$ cat src/rtl/sha256_round_core.sv
// sha256_round_core: SHA-256 compression engine that feeds an external message-expansion block and accumulates the digest
module sha256_round_core #(
    parameter int DATA_WIDTH = 32
) (
    input  logic                      clk,
    input  logic                      rst_n,
    input  logic                      start_in,
    input  logic                      first_block_in,
    input  logic [DATA_WIDTH-1:0]     data_in,
    input  logic                      data_valid_in,
    output logic                      data_ready_out,
    output logic [2:0]                me_fsm_out,
    output logic [6:0]                me_count_out,
    output logic [DATA_WIDTH-1:0]     me_data_out,
    input  logic [DATA_WIDTH-1:0]     me_w_in,
    output logic [8*DATA_WIDTH-1:0]   digest_out,
    output logic                      digest_valid_out,
    output logic                      busy_out
);
    localparam logic [2:0] IDLE   = 3'b000;
    localparam logic [2:0] LOAD   = 3'b010;
    localparam logic [2:0] ROUND  = 3'b011;
    localparam logic [2:0] UPDATE = 3'b100;
    localparam logic [2:0] DONE   = 3'b101;
    localparam logic [255:0] IV = 256'h6a09e667_bb67ae85_3c6ef372_a54ff53a_510e527f_9b05688c_1f83d9ab_5be0cd19;
    localparam logic [31:0] K [64] = '{
        32'h428a2f98, 32'h71374491, 32'hb5c0fbcf, 32'he9b5dba5, 32'h3956c25b, 32'h59f111f1, 32'h923f82a4, 32'hab1c5ed5,
        32'hd807aa98, 32'h12835b01, 32'h243185be, 32'h550c7dc3, 32'h72be5d74, 32'h80deb1fe, 32'h9bdc06a7, 32'hc19bf174,
        32'he49b69c1, 32'hefbe4786, 32'h0fc19dc6, 32'h240ca1cc, 32'h2de92c6f, 32'h4a7484aa, 32'h5cb0a9dc, 32'h76f988da,
        32'h983e5152, 32'ha831c66d, 32'hb00327c8, 32'hbf597fc7, 32'hc6e00bf3, 32'hd5a79147, 32'h06ca6351, 32'h14292967,
        32'h27b70a85, 32'h2e1b2138, 32'h4d2c6dfc, 32'h53380d13, 32'h650a7354, 32'h766a0abb, 32'h81c2c92e, 32'h92722c85,
        32'ha2bfe8a1, 32'ha81a664b, 32'hc24b8b70, 32'hc76c51a3, 32'hd192e819, 32'hd6990624, 32'hf40e3585, 32'h106aa070,
        32'h19a4c116, 32'h1e376c08, 32'h2748774c, 32'h34b0bcb5, 32'h391c0cb3, 32'h4ed8aa4a, 32'h5b9cca4f, 32'h682e6ff3,
        32'h748f82ee, 32'h78a5636f, 32'h84c87814, 32'h8cc70208, 32'h90befffa, 32'ha4506ceb, 32'hbef9a3f7, 32'hc67178f2
    };

    logic [2:0]   state;
    logic [6:0]   count;
    logic         first_q;
    logic [31:0]  a, b, c, d, e, f, g, h;
    logic [31:0]  t1, t2;
    logic [255:0] base, work, sum;

    function automatic logic [31:0] rotr(input logic [31:0] x, input int n);
        return (x >> n) | (x << (32 - n));
    endfunction

    // The chaining value is digest_out itself; a first block substitutes the IV instead of copying it in
    assign base = first_q ? IV : digest_out;
    assign work = {a, b, c, d, e, f, g, h};
    assign t1 = h + (rotr(e, 6) ^ rotr(e, 11) ^ rotr(e, 25)) + ((e & f) ^ (~e & g)) + K[count[5:0]] + me_w_in;
    assign t2 = (rotr(a, 2) ^ rotr(a, 13) ^ rotr(a, 22)) + ((a & b) ^ (a & c) ^ (b & c));
    assign data_ready_out   = (state == LOAD) && (count < 7'd16);
    assign me_fsm_out       = state;
    assign me_count_out     = count;
    assign digest_valid_out = (state == DONE);
    assign busy_out         = (state != IDLE);

    // Word-wise modulo-2^32 addition of the working registers onto the chaining value
    always_comb begin
        sum = '0;
        for (int i = 0; i < 8; i++) sum[32*i +: 32] = base[32*i +: 32] + work[32*i +: 32];
    end

    // Block sequencer: load sixteen words, run 64 rounds, fold into the digest
    always_ff @(posedge clk or negedge rst_n) begin
        if (!rst_n) begin
            state       <= IDLE;
            count       <= '0;
            first_q     <= 1'b0;
            me_data_out <= '0;
            digest_out  <= '0;
            {a, b, c, d, e, f, g, h} <= '0;
        end else begin
            case (state)
                IDLE: if (start_in) begin
                    first_q <= first_block_in;
                    count   <= '0;
                    state   <= LOAD;
                end
                LOAD: if (count == 7'd16) begin
                    {a, b, c, d, e, f, g, h} <= base;
                    count <= '0;
                    state <= ROUND;
                end else if (data_valid_in) begin
                    me_data_out <= data_in;
                    count       <= count + 7'd1;
                end
                ROUND: begin
                    {a, b, c, d, e, f, g, h} <= {t1 + t2, a, b, c, d + t1, e, f, g};
                    count <= (count == 7'd63) ? 7'd0 : count + 7'd1;
                    state <= (count == 7'd63) ? UPDATE : ROUND;
                end
                UPDATE: begin
                    digest_out <= sum;
                    state      <= DONE;
                end
                default: state <= IDLE;
            endcase
        end
    end
endmodule

$ cat config.mk
export PLATFORM = sky130hd
export DESIGN_NAME = sha256_round_core
export DESIGN_NICKNAME = d
export VERILOG_FILES = /design/src/rtl/sha256_round_core.sv
export SDC_FILE = /design/constraint.sdc
export NUM_CORES = 2
export LEC_CHECK = 0
export CAP_MARGIN = 20
export CORE_ASPECT_RATIO = 0.5
export CORE_MARGIN = 3
export CORE_UTILIZATION = 56
export CTS_BUF_LIST = sky130_fd_sc_hd__clkbuf_2 sky130_fd_sc_hd__clkbuf_4 sky130_fd_sc_hd__clkbuf_8
export DETAILED_ROUTE_END_ITERATION = 10
export GPL_TIMING_DRIVEN = 1
export PLACE_DENSITY = 0.8
export REMOVE_ABC_BUFFERS = 1
export SYNTH_ARGS = -nofsm -noshare
export SYNTH_HDL_FRONTEND = slang
export SYNTH_SLANG_ARGS = --single-unit
$ cat constraint.sdc
create_clock -name clk -period 7.49 [get_ports clk]
set_input_delay 1.498 -clock clk [delete_from_list [all_inputs] [get_ports clk]]
set_output_delay 1.498 -clock clk [all_outputs]
set_load 0.02 [all_outputs]
== Yosys cells after proc, flatten, opt, wreduce, memory -nomap -nowiden ==
Memory sizes are Yosys's and may differ from the RTL's.
Cells that the tools add are included.

* Register bits after elaboration: 555
* Bits in read-only memories: 2048
* Input port bits: 69
* Logic and storage cells: 100
* Memories kept: 1

{| class="wikitable"
|+ Memories
! memory !! words !! width !! rd ports !! clocked after Yosys merged registers in !! write ports !! RTL line !! source
|-
| (name not given) || 64 || 32 || 1 || 0 || 0 || 51 || <nowiki>assign t1 = h + (rotr(e, 6) ^ rotr(e, 11) ^ rotr(e, 25)) + ((e & f) ^ (~e & g)) + K[count[5:0]] + me_w_in;</nowiki>
|}

* $add $sub $neg: 16
* Magnitude comparators: 2
* Equal/unequal tests: 9
* Muxes and demuxes: 28
* Bitwise gates (word level): 21
* Reduce and logical (&&, ||, !) cells: 10

{| class="wikitable"
|+ Operator list
! operator !! number
|-
| $pmux W32 S2 || 8
|-
| $add A32 B32 Y32 || 15
|-
| $mux W32 || 10
|-
| $mux W256 || 1
|-
| $xor A32 B32 Y32 || 7
|-
| $and A32 B32 Y32 || 5
|-
| $not A32 Y32 || 1
|-
| $or A10 B32 Y32 || 1
|-
| $or A19 B32 Y32 || 1
|-
| $or A21 B32 Y32 || 1
|-
| $or A26 B32 Y32 || 1
|-
| $or A30 B32 Y32 || 1
|-
| $or A7 B32 Y32 || 1
|-
| $mux W7 || 4
|-
| $pmux W7 S3 || 1
|-
| $pmux W3 S4 || 1
|-
| $mux W3 || 3
|-
| $add A7 B1 Y7 const B || 1
|-
| $eq A7 B5 Y1 const B || 1
|-
| $eq A7 B6 Y1 const B || 1
|-
| $ge A7 B7 Y1 const B || 1
|-
| $lt A7 B5 Y1 const B || 1
|-
| $not A6 Y7 || 1
|-
| $eq A3 B2 Y1 const B || 2
|-
| 11 further kinds || 16
|}

== Depth between registers and ports, before layout ==
* Word-level depth: 9
* Mapped depth: 38
* Gate-level depth less buffers: 37

== Worst setup path after synthesis ==
Ideal clock, no wire load.

* Path kind: input to register
* From: in me_w_in[2]
* To: reg a[31]
* Setup time: 0.077 ns
* Arrival: 7.672 ns
* Data required time: 7.413 ns
* Setup slack: -0.259 ns
* Cell stages on the path: 31
* Path buffers: 0
* Cell sequence: inv_1 > fa_1 > inv_1 > fa_1 > inv_1 > fa_1 > inv_1 > ha_1 > a21o_1 > a21oi_1 > o21bai_1 > a21o_1 > a21oi_1 > o21ai_0 > a2111o_1 > o211ai_1 > xnor2_1 > inv_1 > fa_1 > inv_1 > ha_1 > a21o_1 > o21ai_0 > nand2b_1 > a21oi_1 > o21ai_0 > a21o_1 > a31oi_1 > o311ai_1 > xnor3_1 > a21oi_1

* Word-level cells in the longest chain between the ends: 3

{| class="wikitable"
|+ RTL lines
! element !! RTL line !! source
|-
| start, declared || 15 || <nowiki>input logic [DATA_WIDTH-1:0] me_w_in,</nowiki>
|-
| $add A32 B32 Y32 || 51 ||
|-
| $add A32 B32 Y32 || 90 || <nowiki>{a, b, c, d, e, f, g, h} <= {t1 + t2, a, b, c, d + t1, e, f, g};</nowiki>
|-
| $pmux W32 S2 || 75 || <nowiki>case (state)</nowiki>
|-
| end signal, assigned || 82 || <nowiki>{a, b, c, d, e, f, g, h} <= base;</nowiki>
|-
| end signal, assigned || 90 ||
|-
| end, declared || 40 || <nowiki>logic [31:0] a, b, c, d, e, f, g, h;</nowiki>
|}

Every way passes these cells.
A chain may end at the register's enable or synchronous reset.

== Worst setup path after layout ==
* From: in me_w_in[9]
* To: reg a[26]

The elaborated chain is that of the path after synthesis.

==> flow_summary_export.csv <==
group,metric,value,unit
cts,path_clk_slew,0.07,ns
detailed_routing,via_count,46580,
detailed_routing,drtIter0Drc,5099,
detailed_routing,detail_route.vias_per_cell,6.192,
timing,rsz0062_at_grt,"yes",
detailed_routing,route.antenna.remaining_nets,0,
worst_setup_path,cp.depth,31,
worst_setup_path,rr_worst_depth,33,
synthesis,avgSynthCellArea,8.455,sq um
timing,setup_viol,0,
cells_and_area,area_growth,20.76,%
synthesis,synth-simple-area-share,15.76,%
synthesis,synthAdderAreaFrac,15.09,%
worst_setup_path,cp_top_family,"adder cells",
cts,clock-root-buffer,"clkbuf_8",
worst_hold_path,hold_class,"reg -> reg",
grt,grt_pass1_vias,45040,
floorplan,die_area,89990,sq um
detailed_routing,wl_per_cell,23.96,microns
worst_setup_path,startpoint,"me_w_in[9]",
grt,grt_start_max_net_pins,240,
synthesis,ys_seq_area_share,28.77,%
worst_setup_path,r2r_slack,0.11,ns
synthesis,syn_area,48280,sq um
synthesis,synthTopCellsByArea,"dfrtp_1 29%, ha_1 9.5%, o21ai_0 6.9%",
timing,maxSlewHeadroom,15.15,%
cells_and_area,drive_above_1_share,14.54,%
cts,cts_tree,"done",
timing,max_freq,134.5,MHz
timing,final.min_clock_period,7.435,ns
worst_setup_path,max_stage_delay,0.53,ns
synthesis,ys_ff_latch,555,
synthesis,synth-compound-area-share,21.23,%
cells_and_area,mostFrequentLayoutCells,"712 x nand2_1, 654 x o21ai_0, 552 x dfrtp_1",
synthesis,synth-main-ff-cell,"dfrtp_1",
cts,numCtsBuffers,88,
floorplan,fp.dieH,213.6,microns
floorplan,die_w,421.2,microns
grt,antenna_found_initial,8,
worst_setup_path,crit_path_end,"a[26]",
cells_and_area,nets,6858,
outcome,outcome,"completed",
worst_setup_path,regToRegEndpoint,"a[30]",
worst_setup_path,crit_required,8.19,ns
cells_and_area,final_common_cell,"nand2_1",
worst_setup_path,worstSetupPathType,"in -> reg",
detailed_routing,first_pass_iters,8,
timing,period_share,99.27,%
worst_setup_path,cp_max_fo,4,
cts,cts_buffer_depth,3,
worst_setup_path,endpoint_kind,"flip-flop",
grt,grt_usage,38.94,%
worst_setup_path,cpMaxStageDelayCell,"fa_1",
worst_setup_path,startpoint_type,"primary input",
synthesis,synthArstFlopShare,100.0,%
synthesis,synth_top_family_by_area,"compound AO/OA/AOI/OAI gates",
synthesis,yosys.area.top_type,"dfrtp_1",
detailed_routing,drc,0,
worst_setup_path,rr_startpoint,"me_count_out[1]",
cts,insertion_delay,0.83,ns
cts,h-tree-depth,3,
place,place.gp.congestion,1.057,
place,io_buffers,369,
timing,whs,0.4923,ns
synthesis,synth_top_area_share,28.77,%
timing,hold_viol,0,
cts,clkSinkCount,555,
synthesis,synth_edf_count,0,
synthesis,muxShareOfSynthArea,6.067,%
timing,fin_skew,0.06011,ns
place,dp_hpwl,136200,microns
timing,maxSlewViolCount,0,
worst_setup_path,worst_path_most_repeated_cell,"inv_1",
timing,tns,0,ns
worst_setup_path,cp_num_buf_inv,10,
synthesis,synthXorXnorAreaFrac,7.826,%
timing,worst_slew_pin_slew,1.273,ns
grt,grt_pass1_wl,270200,microns
place,place_area,55620,sq um
synthesis,synthCells,5710,
floorplan,core,84640,sq um
detailed_routing,routed_wl,180200,microns
grt,gr-total-overflow,0,
floorplan,num_rows,75,
worst_setup_path,critPathArrivalTime,8.14,ns
cts,cts_hold_buffers,0,
synthesis,synth.distinct_cells,97,
floorplan,start_util,57.04,%
synthesis,ys_warn_count,0,
flow_run,maxCapViolations,0,
cells_and_area,final_util,68.88,%
floorplan,io_pins,370,
cells_and_area,stdcell_area,58300,sq um
## worst reg2reg max path, delay by kind of cell (launching register included)
family	cells	cell delay, ns
AND/OR/NAND/NOR	3	0.60
buffers and inverters	10	1.42
XOR/XNOR	2	0.45
adder cells (fa/ha/maj)	5	1.93
AO/OA/AOI/OAI	13	2.44
flip-flops	1	0.38
## cell usage after synthesis, drive strengths merged, types with 28 or more instances
master / number
a21oi: 314
mux2i: 215
or3: 42
nand2b: 54
mux2: 53
a211oi: 46
o31ai: 35
dfrtp: 555
o21bai: 34
inv: 359
a31oi: 37
o22ai: 43
o21ai: 681
nor3: 67
nor2b: 144
xor2: 213
xnor2: 215
and3: 45
nand2: 715
clkbuf: 284
nor2: 235
or2: 145
buf: 28
ha: 368
fa: 133
nand3: 80
o211ai: 35
o21a: 68
a21o: 196
## layout make-up
class	instances	area [sq um]
flip-flops and latches	555	13900
repair buffers	800	7142
multi-input cells	4482	32260
inverters	361	1355
diodes	4	10.01
well taps	1155	1445
clock inverters	23	387.9
clock buffers	142	1810
fillers	6593	26340
## metrics by stage
stage	instances	setup WS, ns
CTS	7511	0.008429
detailed placement	7339	-1.269
floorplan	5398	-19.28
global route	7519	-0.1968
finish	7522	0.05464
global placement	7339	-1.187
## sequential cells by signal, indices dropped and copies added, names as in the netlist
name / cells
digest_out: 256
a: 32
b: 32
c: 32
d: 32
e: 32
f: 32
g: 32
h: 32
me_data_out: 32
me_count_out: 7
me_fsm_out: 3
first_q: 1
## worst min path at each step
stage | startpoint | to | slack [ns] | cells after the start
floorplan | h[10] | h[10] | 0.48 | 2
global placement | digest_out[182] | digest_out[182] | 0.47 | 2
detailed placement | digest_out[179] | digest_out[179] | 0.48 | 2
CTS | digest_out[179] | digest_out[179] | 0.50 | 2
global route | me_data_out[29] | me_data_out[29] | 0.51 | 1
finish | digest_out[179] | digest_out[179] | 0.49 | 2
## per-layer routing
layer	part of all wire, %	global-route usage, %	up-vias
met5	0.016	0	-
met4	4.3	15.40	6
met3	10	8.835	440
met2	43	59.91	2406
met1	43	53.75	22680
li1	-	-	21050
## repair_timing
action / 4_1_cts / 5_1_grt
setup buffers: 7 / 8
pin swaps: 28 / 53
endpoints found under the setup margin: 12 / 13
resized for setup: 33 / 73
## logic make-up (layout without fill, tap and decap cells)
group,Yosys count,count (layout)
AO/OA/AOI/OAI,1660,1660
AND/OR/NAND/NOR,1614,1614
buffers and inverters,673,1326
flip-flops,555,555
adder cells (fa/ha/maj),503,503
XOR/XNOR,429,429
multiplexers,276,276
other,0,4
Power is not shown: default switching activity piles up to over one toggle a cycle in this logic, so the estimate is an artifact.
